File: src/rtl/sample_ctrl.sv
// Batch controller and 2-entry sample buffer in front of the 1000-sample counter.
// Sequences clear/run/done/err and forwards samples over a valid/ready handshake.
module sample_ctrl #(
  parameter int DATA_W = 16
) (
  input  logic              clk,
  input  logic              n_rst,
  input  logic              start,
  input  logic              data_ready,
  input  logic [DATA_W-1:0] sample_data,
  input  logic              out_ready,
  input  logic              one_k_samples,
  output logic [DATA_W-1:0] sample_out,
  output logic              out_valid,
  output logic              cnt_up,
  output logic              clear,
  output logic              batch_done,
  output logic              err
);

  typedef enum logic [2:0] {IDLE, CLEAR, RUN, DONE, ERR} state_t;

  state_t                 state;
  logic [1:0][DATA_W-1:0] mem;
  logic                   rd_ptr, wr_ptr;
  logic [1:0]             count;
  logic                   in_run, full, pop, push, overflow;

  assign in_run     = (state == RUN);
  assign full       = (count == 2'd2);
  // Gating on one_k_samples stops the counter from ever seeing a 1001st count.
  assign out_valid  = (count != 2'd0) && in_run && !one_k_samples;
  assign pop        = out_valid && out_ready;
  assign cnt_up     = pop;
  assign push       = data_ready && in_run && (!full || pop);
  assign overflow   = data_ready && in_run && full && !pop;
  assign sample_out = mem[rd_ptr];

  always_ff @(posedge clk or negedge n_rst) begin
    if (!n_rst) begin
      state      <= IDLE;
      mem        <= '0;
      rd_ptr     <= 1'b0;
      wr_ptr     <= 1'b0;
      count      <= 2'd0;
      clear      <= 1'b0;
      batch_done <= 1'b0;
      err        <= 1'b0;
    end else begin
      clear <= 1'b0;
      if (push) begin
        mem[wr_ptr] <= sample_data;
        wr_ptr      <= ~wr_ptr;
      end
      if (pop) rd_ptr <= ~rd_ptr;
      if (push && !pop)      count <= count + 2'd1;
      else if (pop && !push) count <= count - 2'd1;

      case (state)
        IDLE, DONE, ERR: begin
          // Flush on entry so the FIFO is already empty while clear is high.
          if (start) begin
            state      <= CLEAR;
            clear      <= 1'b1;
            err        <= 1'b0;
            batch_done <= 1'b0;
            count      <= 2'd0;
            rd_ptr     <= 1'b0;
            wr_ptr     <= 1'b0;
          end
        end
        CLEAR: state <= RUN;
        RUN: begin
          if (overflow) begin
            state <= ERR;
            err   <= 1'b1;
          end else if (one_k_samples) begin
            state      <= DONE;
            batch_done <= 1'b1;
          end
        end
        default: state <= IDLE;
      endcase
    end
  end

endmodule

File: config.mk
export PLATFORM = sky130hd
export DESIGN_NAME = sample_ctrl
export DESIGN_NICKNAME = d
export VERILOG_FILES = /design/src/rtl/sample_ctrl.sv
export SDC_FILE = /design/constraint.sdc
export NUM_CORES = 1
export LEC_CHECK = 0
export ABC_AREA = 1
export CAP_MARGIN = 40
export CORE_MARGIN = 1.5
export CORE_UTILIZATION = 50
export CTS_CLUSTER_DIAMETER = 150
export DETAILED_ROUTE_END_ITERATION = 12
export MAX_ROUTING_LAYER = met4
export PLACE_DENSITY_LB_ADDON = 0.05
export REMOVE_ABC_BUFFERS = 1
export SETUP_SLACK_MARGIN = 0.1
export SYNTH_ARGS = -nofsm -noshare
export SYNTH_HDL_FRONTEND = slang
export SYNTH_SLANG_ARGS = --single-unit
File: constraint.sdc
create_clock -name clk -period 2.6 [get_ports clk]
set_input_delay 0.52 -clock clk [delete_from_list [all_inputs] [get_ports clk]]
set_output_delay 0.52 -clock clk [all_outputs]
set_load 0.05 [all_outputs]
**Word level (Yosys, flattened, before mapping)**

Index checks and enable logic that the tools add are counted.

- $add $sub $neg: 2
- $lt $le $gt $ge: 3
- Eq/ne operators: 10
- Mux-type cells: 27
- Bitwise logic cells: 2
- Reduce and logical (&&, ||, !) cells: 22

Operator list:

| cell | number |
|---|---|
| 2-to-1 mux 16 bit | 3 |
| bitwise mux 32 bit | 1 |
| demux 16 bit (select 1 bit) | 1 |
| 2-to-1 mux 1 bit | 12 |
| logical AND 1 bit | 10 |
| 2-to-1 mux 3 bit | 3 |
| case mux 3 bit (3 select lines) | 1 |
| 2-to-1 mux 2 bit | 4 |
| == test 3 x 2 -> 1 bit, second input constant | 2 |
| inequality test 2 bit, second input constant | 3 |
| zero test 1 bit | 4 |
| less-than comparator 1 x 2 -> 1 bit, second input constant | 2 |
| case mux 1 bit (2 select lines) | 2 |
| AND reduction 4 bit | 1 |
| nonzero test 2 bit | 2 |
| == test 3 x 1 -> 1 bit, second input constant | 1 |
| == test 3 bit, second input constant | 1 |
| zero test 3 bit | 1 |
| inequality test 3 x 2 -> 1 bit, second input constant | 1 |
| AND reduction 3 bit | 1 |
| OR reduction 3 bit | 1 |
| adder 2 x 1 -> 2 bit, second input constant | 1 |
| == test 2 bit, second input constant | 1 |
| inequality test 2 x 1 -> 1 bit, second input constant | 1 |
| other kinds (5) | 6 |

- Register bits: 42
- Input port bits: 22
- Output and inout port bits: 21
- Logic and storage cells: 75

**Longest topological paths before layout**

- Depth after elaboration: 12
- Gate-level depth with buffers: 10
- Depth with buffers taken out: 10

**Least setup slack after synthesis**

Ideal clock, no wire load.

- Path type: reg-to-output
- Start point: reg rd_ptr
- End point: out sample_out[4]
- Arrival: 1.788 ns
- Required time: 2.080 ns
- Slack: 0.292 ns
- Cell stages (with the launch flop): 4
- Path buffers: 2
- Cell sequence: dfrtp_1 -> clkbuf_1 -> clkbuf_1 -> o21ai_0

- Cells in the longest elaborated chain, start to end: 2

Ends and longest elaborated chain:

| what | line | text |
|---|---|---|
| from (decl) | 25 | `logic rd_ptr, wr_ptr;` |
| from (signal assigned) | 55 | `if (pop) rd_ptr <= ~rd_ptr;` |
| 2-to-1 mux 16 bit (implied by the code) (2 in series) | 37 | `assign sample_out = mem[rd_ptr];` |
| to (decl) | 13 | `output logic [DATA_W-1:0] sample_out,` |

Every way passes these cells. The select of a mux whose other input is x is not followed.

**Worst setup path in the final report**

Ends and elaborated chain as after synthesis.

==> flow_summary.yaml <==
timing:
  post-route-min-period_ns: 2.10
  finalClockSkew_ns: 0.00874
  worst_hold_slack_ns: 0.100
  timing_max_transition_violations_final: 0
  worst_slew_pin_slew_ns: 0.624
  final_hold_violations: 0
  grt_setup_unrepaired: "false"
  fmaxAchievable_mhz: 477
  total_negative_slack_ns: 0
  max-slew-margin-rel_pct: 58.4
  period_utilisation_layout_pct: 80.6
  setup_viol: 0
critical_path:
  worstReg2RegEnd: "mem[17]"
  startpoint_type: "flip-flop"
  r2r_slack_ns: 0.87
  slowest_stage_cell_cp: "dfrtp_1"
  critical_path.endpoint_type: "primary output"
  timing.critical_path.cells: "buf_4, nand2_1, o21ai_0, buf_4"
  cp.arrival_ns: 1.58
  worstReg2RegStart: "count[0]"
  reg2reg_depth: 9
  critPathMaxStageDelay_ns: 0.60
  crit_type: "flip-flop to primary output"
  worst-endpoint-required_ns: 2.08
  crit_path_max_fanout: 20
  critPathMostFrequentCell: "buf_4"
route:
  detail_route.vias_per_cell: 4.90
  totalWireLength_um: 3940
  drt_iter0_drc: 166
  wire_per_inst_um: 11.6
  detailroute.via_count: 1666
  postRouteAntennaNets: 0
  first_drt_pass_iteration_count: 4
  drc: 0
layout:
  multi_input_comb_area_um2: 774
  antenna-diode-count: 0
  layout.nets: 317
  areaGrowthSynthToFinish_pct: 28.1
  mostFrequentLayoutCells: "nand2_1, dfrtp_1, o21ai_0"
  layout-drive-gt1-share_pct: 13.0
  layout.area.seq_um2: 1050
  layout.cells.most_common: "nand2_1"
  fillers: 328
  layout.cells.non_filler: 340
cts:
  cts_resized: 0
  worst_skew_pair_later_pin_latency_ns: 0.29
  postCtsHoldBufs: 0
  cts_max_level: 2
  clock_tree.buffer_depth: 2
  clock_sinks: 42
  root_buffer: "clkbuf_8"
  clk_transition_reported_paths_ns: 0.08
  post-cts-setup-buffer-count: 0
  cts_tree: "yes"
  cts_made_buffers: 5
floorplanning:
  floorplan.rows: 22
  die_w_um: 66.3
  core_um2: 3740
  die_y_um: 66.3
  start_util_pct: 53.5
  die_area_um2: 4390
  design.portCount: 43
logic_synthesis:
  synth_top_area_share_pct: 52.5
  synth_seq_area_share_pct: 52.5
  top_cells_by_area_in_the_synthesized_netlist: "dfrtp_1, nand2_1, o21ai_0"
  synth_cell_type_count: 19
  synth_top_cell_by_area: "dfrtp_1"
  netlist_area_um2: 2000
  number_of_warning_messages_in_the_yosys_log: 0
  synth.ff_latch_count: 42
  synthesized_instance_count: 249
  synth.avg_cell_area_um2: 8.04
placed_design:
  detailedPlacementHpwl_um: 2900
  buffer_ports.inserted: 42
  place.detailed.instances: 333
  gp_congestion: 0.781
global_route:
  groute.layer.met1.usage_pct: 25.8
  grt_util_met3_pct: 3.92
  gr-usage-met2_pct: 35.8
  maximum_number_of_pins_on_one_net_before_global_route_repair: 34
  overflow: 0
  gr-max-usage-layer: "met2"
  grtUsageTotal_pct: 21.2
  grt_pass1_wl_um: 7000
  initial_antenna_violation_count: 0
  grt_pass1_vias: 1665
power_and_ir_drop:
  cellLeakagePower_nw: 1.31
  irDropWorstVdd_mv: 0.700
  power_per_cell_area_nw_per_um2: 1410
outcome:
  run_status: "completed"
hold_path:
  min-delay-path-class: "primary input to async pin"
flow_run:
  drv.max_cap_violation_count: 0
## sequential cells by signal, summed over array words and instances, names as in the netlist
signal	count
batch_done	1
clear	1
count	2
err	1
mem	32
rd_ptr	1
state	3
wr_ptr	1
## worst max-delay path: cells and delay by family, from the launching register on
family                 cells  cell delay (ns)
AO/OA/AOI/OAI              1             0.09
buffers and inverters      2             0.53
AND/OR/NAND/NOR            1             0.07
flip-flops                 1             0.60
## power breakdown
group / switching (mW) / leakage (nW) / internal [mW] / total, mW
clock network: 0.207 / 0.0573 / 0.307 / 0.515
registers: 0.199 / 0.536 / 0.950 / 1.15
logic: 1.35 / 0.719 / 0.601 / 1.95
total: 1.76 / 1.31 / 1.86 / 3.62
## cells by family (layout without fill, tap and decap cells)
kind of cell	after synthesis	count (layout)	share of synthesized area (%)
buf+inv	43	86	8.81
simple gates	123	123	26.6
compound gates	37	37	9.81
xor+xnor	1	1	0.438
flops	42	42	52.5
fa+ha+maj	3	3	1.88
## per-stage QoR
step           setup slack (ns)  cell area [um^2]  power (mW)  utilization (%)
3_3_place_gp              0.531              2430        3.09             64.9
5_1_grt                   0.307              2560        3.90             68.5
6_report                  0.505              2560        3.62             68.5
4_1_cts                   0.490              2560        3.65             68.5
2_1_floorplan             0.278              1950        2.52                -
3_5_place_dp              0.483              2450        3.13             65.5
## cells in the mapped netlist
| cell | n |
|---|---|
| nor2_4 | 1 |
| inv_1 | 30 |
| nand4_4 | 1 |
| o21ai_1 | 1 |
| nor2_1 | 7 |
| buf_6 | 2 |
| clkbuf_1 | 9 |
| nand2_1 | 86 |
| dfrtp_1 | 42 |
| nand3_1 | 24 |
| nand4_1 | 2 |
| inv_2 | 2 |
| nand2_4 | 1 |
| ha_1 | 3 |
| nand2_2 | 1 |
| xor2_1 | 1 |
| a21oi_4 | 1 |
| a21oi_1 | 1 |
| o21ai_0 | 34 |
## how the worst max path moves through the flow
stage / cells past startpoint / start / to / slack [ns]
floorplan: 1 / rd_ptr / sample_out[0] / 0.28
global placement: 7 / data_ready / mem[17] / 0.53
detailed placement: 7 / data_ready / mem[20] / 0.48
CTS: 4 / rd_ptr / sample_out[4] / 0.49
global route: 4 / rd_ptr / sample_out[5] / 0.31
finish: 4 / rd_ptr / sample_out[4] / 0.50
## metal layers
layer | part of all wire [%] | wire, um
met1 | 46 | 1800
met2 | 49 | 1930
met3 | 4.1 | 162
met4 | 1.1 | 43
met5 | 0 | 0
## final cells by class
class	count	area share [%]
inverters	32	4.69
clock inverters	1	1.17
well taps	48	2.34
multi-input cells	164	30.2
clock buffers	6	3.22
repair buffers	47	17.4
flip-flops and latches	42	41.0
(Power assumes the default switching activity.)
